===== src/rtl/hilo_muldiv_ctrl.sv =====
// HI/LO owner for the execute stage: iterative shift-add multiply and restoring
// divide, MTHI/MTLO writes, and the stall that covers in-flight operations.
module hilo_muldiv_ctrl #(
    parameter int BITS_PER_CYCLE = 1
) (
    input  logic        CLK,
    input  logic        RESET,
    input  logic        start,
    input  logic [2:0]  op,
    input  logic [31:0] opA,
    input  logic [31:0] opB,
    input  logic        hilo_read,
    input  logic        flush,
    output logic        busy,
    output logic        stall,
    output logic        done,
    output logic [31:0] HI_OUT,
    output logic [31:0] LO_OUT
);

    localparam logic [1:0] S_IDLE = 2'd0;
    localparam logic [1:0] S_RUN  = 2'd1;
    localparam logic [1:0] S_FIX  = 2'd2;
    localparam logic [5:0] RUN_CYCLES = 6'(32 / BITS_PER_CYCLE);

    logic [1:0]  r_state;
    logic [5:0]  r_cnt;
    logic [63:0] r_acc;
    logic [63:0] r_mcand;
    logic [31:0] r_mplier;
    logic [31:0] r_dividend;
    logic        r_is_div;
    logic        r_neg_q;
    logic        r_neg_r;
    logic        r_div_zero;
    logic        r_done;
    logic [31:0] r_hi;
    logic [31:0] r_lo;

    logic        w_is_mdop;
    logic        w_signed;
    logic        w_div;
    logic [31:0] w_mag_a;
    logic [31:0] w_mag_b;
    logic [63:0] w_acc;
    logic [63:0] w_mcand;
    logic [31:0] w_mplier;
    logic [32:0] w_trial;
    logic [63:0] w_result;

    function automatic logic [31:0] mag32(input logic [31:0] v, input logic is_signed);
        return (is_signed && v[31]) ? -v : v;
    endfunction

    function automatic logic [31:0] cneg32(input logic [31:0] v, input logic neg);
        return neg ? -v : v;
    endfunction

    function automatic logic [63:0] cneg64(input logic [63:0] v, input logic neg);
        return neg ? -v : v;
    endfunction

    assign w_is_mdop = (op == 3'd1) || (op == 3'd2) || (op == 3'd3) || (op == 3'd4);
    assign w_signed  = (op == 3'd1) || (op == 3'd3);
    assign w_div     = (op == 3'd3) || (op == 3'd4);
    assign w_mag_a   = mag32(opA, w_signed);
    assign w_mag_b   = mag32(opB, w_signed);

    // One RUN cycle: divide keeps {remainder, dividend/quotient} in r_acc
    always_comb begin
        w_acc    = r_acc;
        w_mcand  = r_mcand;
        w_mplier = r_mplier;
        w_trial  = '0;
        for (int k = 0; k < BITS_PER_CYCLE; k++) begin
            if (r_is_div) begin
                w_trial = w_acc[63:31] - {1'b0, r_mcand[31:0]};
                if (!w_trial[32]) w_acc = {w_trial[31:0], w_acc[30:0], 1'b1};
                else              w_acc = {w_acc[62:0], 1'b0};
            end else begin
                if (w_mplier[0]) w_acc = w_acc + w_mcand;
                w_mcand  = w_mcand << 1;
                w_mplier = w_mplier >> 1;
            end
        end
    end

    always_comb begin
        w_result = cneg64(r_acc, r_neg_q);
        if (r_is_div) begin
            if (r_div_zero) w_result = {r_dividend, 32'hFFFF_FFFF};
            else            w_result = {cneg32(r_acc[63:32], r_neg_r), cneg32(r_acc[31:0], r_neg_q)};
        end
    end

    always_ff @(posedge CLK) begin
        if (RESET) begin
            r_state    <= S_IDLE;
            r_cnt      <= '0;
            r_acc      <= '0;
            r_mcand    <= '0;
            r_mplier   <= '0;
            r_dividend <= '0;
            r_is_div   <= 1'b0;
            r_neg_q    <= 1'b0;
            r_neg_r    <= 1'b0;
            r_div_zero <= 1'b0;
            r_done     <= 1'b0;
            r_hi       <= '0;
            r_lo       <= '0;
        end else begin
            r_done <= 1'b0;
            case (r_state)
                S_IDLE: begin
                    if (start && !flush) begin
                        if (w_is_mdop) begin
                            r_acc      <= w_div ? {32'b0, w_mag_a} : 64'b0;
                            r_mcand    <= {32'b0, (w_div ? w_mag_b : w_mag_a)};
                            r_mplier   <= w_mag_b;
                            r_dividend <= opA;
                            r_is_div   <= w_div;
                            r_neg_q    <= w_signed & (opA[31] ^ opB[31]);
                            r_neg_r    <= w_signed & w_div & opA[31];
                            r_div_zero <= (opB == 32'b0);
                            r_cnt      <= RUN_CYCLES;
                            r_state    <= S_RUN;
                        end else if (op == 3'd5) begin
                            r_hi <= opA;
                        end else if (op == 3'd6) begin
                            r_lo <= opA;
                        end
                    end
                end
                S_RUN: begin
                    if (flush) begin
                        r_state <= S_IDLE;
                    end else begin
                        r_acc    <= w_acc;
                        r_mcand  <= w_mcand;
                        r_mplier <= w_mplier;
                        r_cnt    <= r_cnt - 6'd1;
                        if (r_cnt == 6'd1) r_state <= S_FIX;
                    end
                end
                S_FIX: begin
                    r_state <= S_IDLE;
                    if (!flush) begin
                        r_hi   <= w_result[63:32];
                        r_lo   <= w_result[31:0];
                        r_done <= 1'b1;
                    end
                end
                default: r_state <= S_IDLE;
            endcase
        end
    end

    assign busy   = (r_state != S_IDLE);
    assign stall  = busy & (start | hilo_read);
    assign done   = r_done;
    assign HI_OUT = r_hi;
    assign LO_OUT = r_lo;

endmodule


===== config.mk =====
export PLATFORM = sky130hd
export DESIGN_NAME = hilo_muldiv_ctrl
export DESIGN_NICKNAME = d
export VERILOG_FILES = /design/src/rtl/hilo_muldiv_ctrl.sv
export SDC_FILE = /design/constraint.sdc
export NUM_CORES = 1
export LEC_CHECK = 0
export CAP_MARGIN = 20
export CORE_MARGIN = 4
export CORE_UTILIZATION = 55
export CTS_BUF_LIST = sky130_fd_sc_hd__clkbuf_4 sky130_fd_sc_hd__clkbuf_8
export DETAILED_ROUTE_END_ITERATION = 6
export PLACE_DENSITY = 0.83
export REMOVE_ABC_BUFFERS = 1
export SLEW_MARGIN = 5
export SYNTH_ARGS = -nofsm -noshare
export SYNTH_HDL_FRONTEND = slang
export SYNTH_SLANG_ARGS = --single-unit

===== constraint.sdc =====
create_clock -name CLK -period 10.55 [get_ports CLK]
set_input_delay 2.11 -clock CLK [delete_from_list [all_inputs] [get_ports CLK]]
set_output_delay 2.11 -clock CLK [all_outputs]
set_load 0.01 [all_outputs]

==> implementation parameters <==
Parameter                              Value

Yosys
  Syn Area/Cell    7.22 sq um
  Most instantiated flip-flop cell in the synthesis netlist    sky130_fd_sc_hd__dfxtp_1
  Cells after synthesis    2948
  Area share of the leading cell type in the synthesized netlist    0.253
  Sequential-to-total area share from yosys stat    0.253
  Total standard cell area after synthesis    21300 sq um
  Largest area contributor in the netlist    sky130_fd_sc_hd__dfxtp_1
  Number of different library cells in the post-synthesis netlist    82
  Cell types occupying the most area after synthesis    sky130_fd_sc_hd__dfxtp_1 (25%), sky130_fd_sc_hd__a21oi_1 (8.0%), sky130_fd_sc_hd__nand2_1 (7.4%), sky130_fd_sc_hd__ha_1 (5.9%), sky130_fd_sc_hd__xnor2_1 (5.6%)
  Synth warn    0
  Post-synthesis sequential element count    269
  Number of flops mapped to enable cells by yosys    0
  Async set or reset register ratio after synthesis    0

STA
  Slew at the pin closest to its max-slew limit    1110 ps
  Period Utilization, post-route    0.515
  Final setup violating endpoints    0
  Setup repair after global routing missed its margin    false
  Summed negative setup slack over all endpoints    0 ps
  Number of pins exceeding their max-slew limit in the final report    0
  Worst Clk Skew    23.0 ps
  Worst-case setup margin in the final layout    5110 ps
  Final hold violations    0
  Achievable Freq    184 MHz
  Remaining max-slew budget at the tightest pin    0.254
  Time the final worst path needs with I/O delays and setup    5440 ps

Clock network
  Sinks on Clock Net    269
  TritonCTS clock tree    built
  CTS buffer count    48
  Clk_lat worst skew    650 ps
  CTS Buffer Depth    3
  CTS Root Cell    sky130_fd_sc_hd__clkbuf_8
  Maximum level of the CTS H-tree    2
  CTS-repair resized insts    0
  Post-CTS setup repair buffer count    0
  Clock slew at the register clock pins of the worst setup and hold paths    60 ps
  Number of hold buffers added after cts    0

Detailed routing
  Final routed wire length divided by cell count    23.0 um
  Post-route DRC violation count    2
  Via/cell ratio    6.72
  Count of TritonRoute iterations in the first routing pass    7
  First-iteration detailed-routing DRC count    2911
  WL final    80.7 mm
  Routed via count    23500
  Post-detailed-route count of antenna-violating nets    0

Place
  Setup Slack @ Placement    4890 ps
  IO Port Bufs    138
  Final Wtd Congestion    1.04
  Detailed placer's ending HPWL    59.1 mm

Run status
  Violated checks    DRC
  Run status    finished with violations

Setup path
  Capturing element type of the critical path    output pin
  Crit path DAT    3330 ps
  Setup crit start kind    primary input
  Worst path required time    8440 ps
  Worst-path cell chain    clkdlybuf4s50_1 -> nor2_1 -> nor2_1 -> clkdlybuf4s50_1
  Critical path fanouts, max    3
  Crit-path max cell delay    550 ps
  Worst R2R Setup Slack    5910 ps
  Top Family by Delay on Critical Path    buffers and inverters
  Path type of the worst setup path    in -> out
  Slowest cell on the critical path    sky130_fd_sc_hd__clkdlybuf4s50_1
  Buffering stage count on the worst path with inverters included    2

Die
  Number of top-level pins    139
  Die Footprint    41900 sq um
  Number of placement rows    71
  Initial core utilization    0.561
  Die Width    205 um
  Die height    205 um
  Placeable core region    37900 sq um

Layout
  Final layout net count    3125
  Share of layout cells above drive strength 1    0.0635
  Area growth from synthesis to layout    12.6%
  ANT cells    0

GRT
  Remaining global-route overflow    0
  GR Util All Layers    0.369
  Pin count of the biggest net entering global routing    82
  Initial antenna violation count    1
  First-pass GRT wire length    124 mm
  Vias in the first global route    22000

Pwr
  Clk network pwr share    0.387
  Fraction of power consumed by sequential logic    0.372
  Internal Power    2000 uW
  PD cells    126 nW/um^2
  Net switching component of the power    1020 uW
  Combinational share of power    0.240
  Static leakage    0.00914 uW
  Worst supply voltage drop on vdd    0.0000848 V
  Fraction of power spent switching nets    0.337

Run
  Max-cap violations    0

Worst hold path
  Class of the worst hold path    reg -> reg
[synthesized netlist by cell type (all sizes together) (6+ instances only)]
cell type	n
nor4	24
inv	76
o21a	17
o21ai	197
nor2	235
xor2	88
a221o	14
o31ai	31
or2	18
buf	23
a211oi	46
o221ai	55
nor3	61
a21o	50
a311oi	29
and3	20
a22oi	10
nand3	84
a31oi	23
a221oi	19
or4	17
o21bai	19
o22ai	6
o211ai	52
ha	101
o41ai	15
or3	35
nand2b	12
and2	17
clkbuf	205
nor2b	19
xnor2	137
a21boi	6
dfxtp	269
nand4	29
a21oi	343
nand2	421
mux2i	52
mux2	10
[worst paths after layout]
kind	to	cells past startpoint	from
min reg2reg	HI_OUT[24]	2	HI_OUT[24]
max	stall	4	start
max reg2reg	r_acc[57]	12	r_acc[33]
min	HI_OUT[24]	2	HI_OUT[24]
[layout by cell type (no fill, tap or decap), drive strengths merged, types with 17 or more instances in the layout]
| cell | count |
|---|---|
| or3 | 35 |
| dfxtp | 269 |
| o21bai | 19 |
| nand2 | 421 |
| mux2i | 52 |
| and3 | 20 |
| or2 | 18 |
| nor4 | 24 |
| a21o | 50 |
| o21a | 17 |
| xor2 | 88 |
| and2 | 17 |
| nand4 | 29 |
| ha | 101 |
| o31ai | 31 |
| inv | 76 |
| nor2 | 235 |
| xnor2 | 137 |
| nand3 | 84 |
| o211ai | 52 |
| a21oi | 343 |
| clkbuf | 75 |
| a211oi | 46 |
| a31oi | 23 |
| buf | 43 |
| nor3 | 61 |
| nor2b | 19 |
| a311oi | 29 |
| o21ai | 197 |
| or4 | 17 |
| clkdlybuf4s50 | 137 |
| a221oi | 19 |
| o221ai | 55 |
[logic make-up (layout without fill, tap and decap cells)]
| family | after synthesis | in the layout | synth area share |
|---|---|---|---|
| DFF | 269 | 269 | 0.253 |
| muxes | 62 | 62 | 0.0299 |
| buffers and inverters | 305 | 347 | 0.0545 |
| and+or+nand+nor | 1011 | 1011 | 0.217 |
| adders and majority gates | 103 | 103 | 0.0613 |
| AOI/OAI and AO/OA | 973 | 973 | 0.292 |
| xor gates and xnor gates | 225 | 225 | 0.0926 |
[tightest hold or removal path, stage by stage (launching register included)]
cell and delay [ps]:
sky130_fd_sc_hd__dfxtp_1 310, sky130_fd_sc_hd__nand2_1 50, sky130_fd_sc_hd__nand2_1 40
[flip-flops by register name, indices dropped and copies added (netlist names)]
register / flops
r_acc: 64
r_mcand: 64
HI_OUT: 32
LO_OUT: 32
r_dividend: 32
r_mplier: 32
r_cnt: 6
r_state: 2
done: 1
r_div_zero: 1
r_is_div: 1
r_neg_q: 1
r_neg_r: 1
[power by group through the flow]
stage	logic, uW	clock network [uW]	registers (uW)
global placement	680	0	1140
floorplan	456	0	1120
CTS	701	1170	1120
detailed placement	697	0	1140
finish	725	1170	1120
global route	780	1220	1130
[layer usage]
layer,global-route usage,routed length (um)
met5,0,16
met4,0.199,4920
met3,0.0989,11100
met2,0.547,33500
met1,0.490,31200
[layout make-up]
class | count | area (sq um)
clock buffers | 75 | 951
clock inverters | 15 | 186
repair buffers | 180 | 1720
multi-input cells | 2374 | 14800
well taps | 511 | 639
flip-flops and latches | 269 | 5390
fillers | 3412 | 14000
inverters | 77 | 289
[through the flow]
step | instances | power (uW) | hold WS, ps | util | cell area, sq um
floorplan | 2720 | 1580 | 426 | - | 20400
finish | 3501 | 3020 | 449 | 0.632 | 24000
CTS | 3500 | 2990 | 450 | 0.631 | 23900
global route | 3501 | 3120 | 468 | 0.632 | 24000
detailed placement | 3410 | 1840 | 440 | 0.601 | 22800
global placement | 3410 | 1820 | 433 | 0.601 | 22800
(Power assumes the default switching activity.)
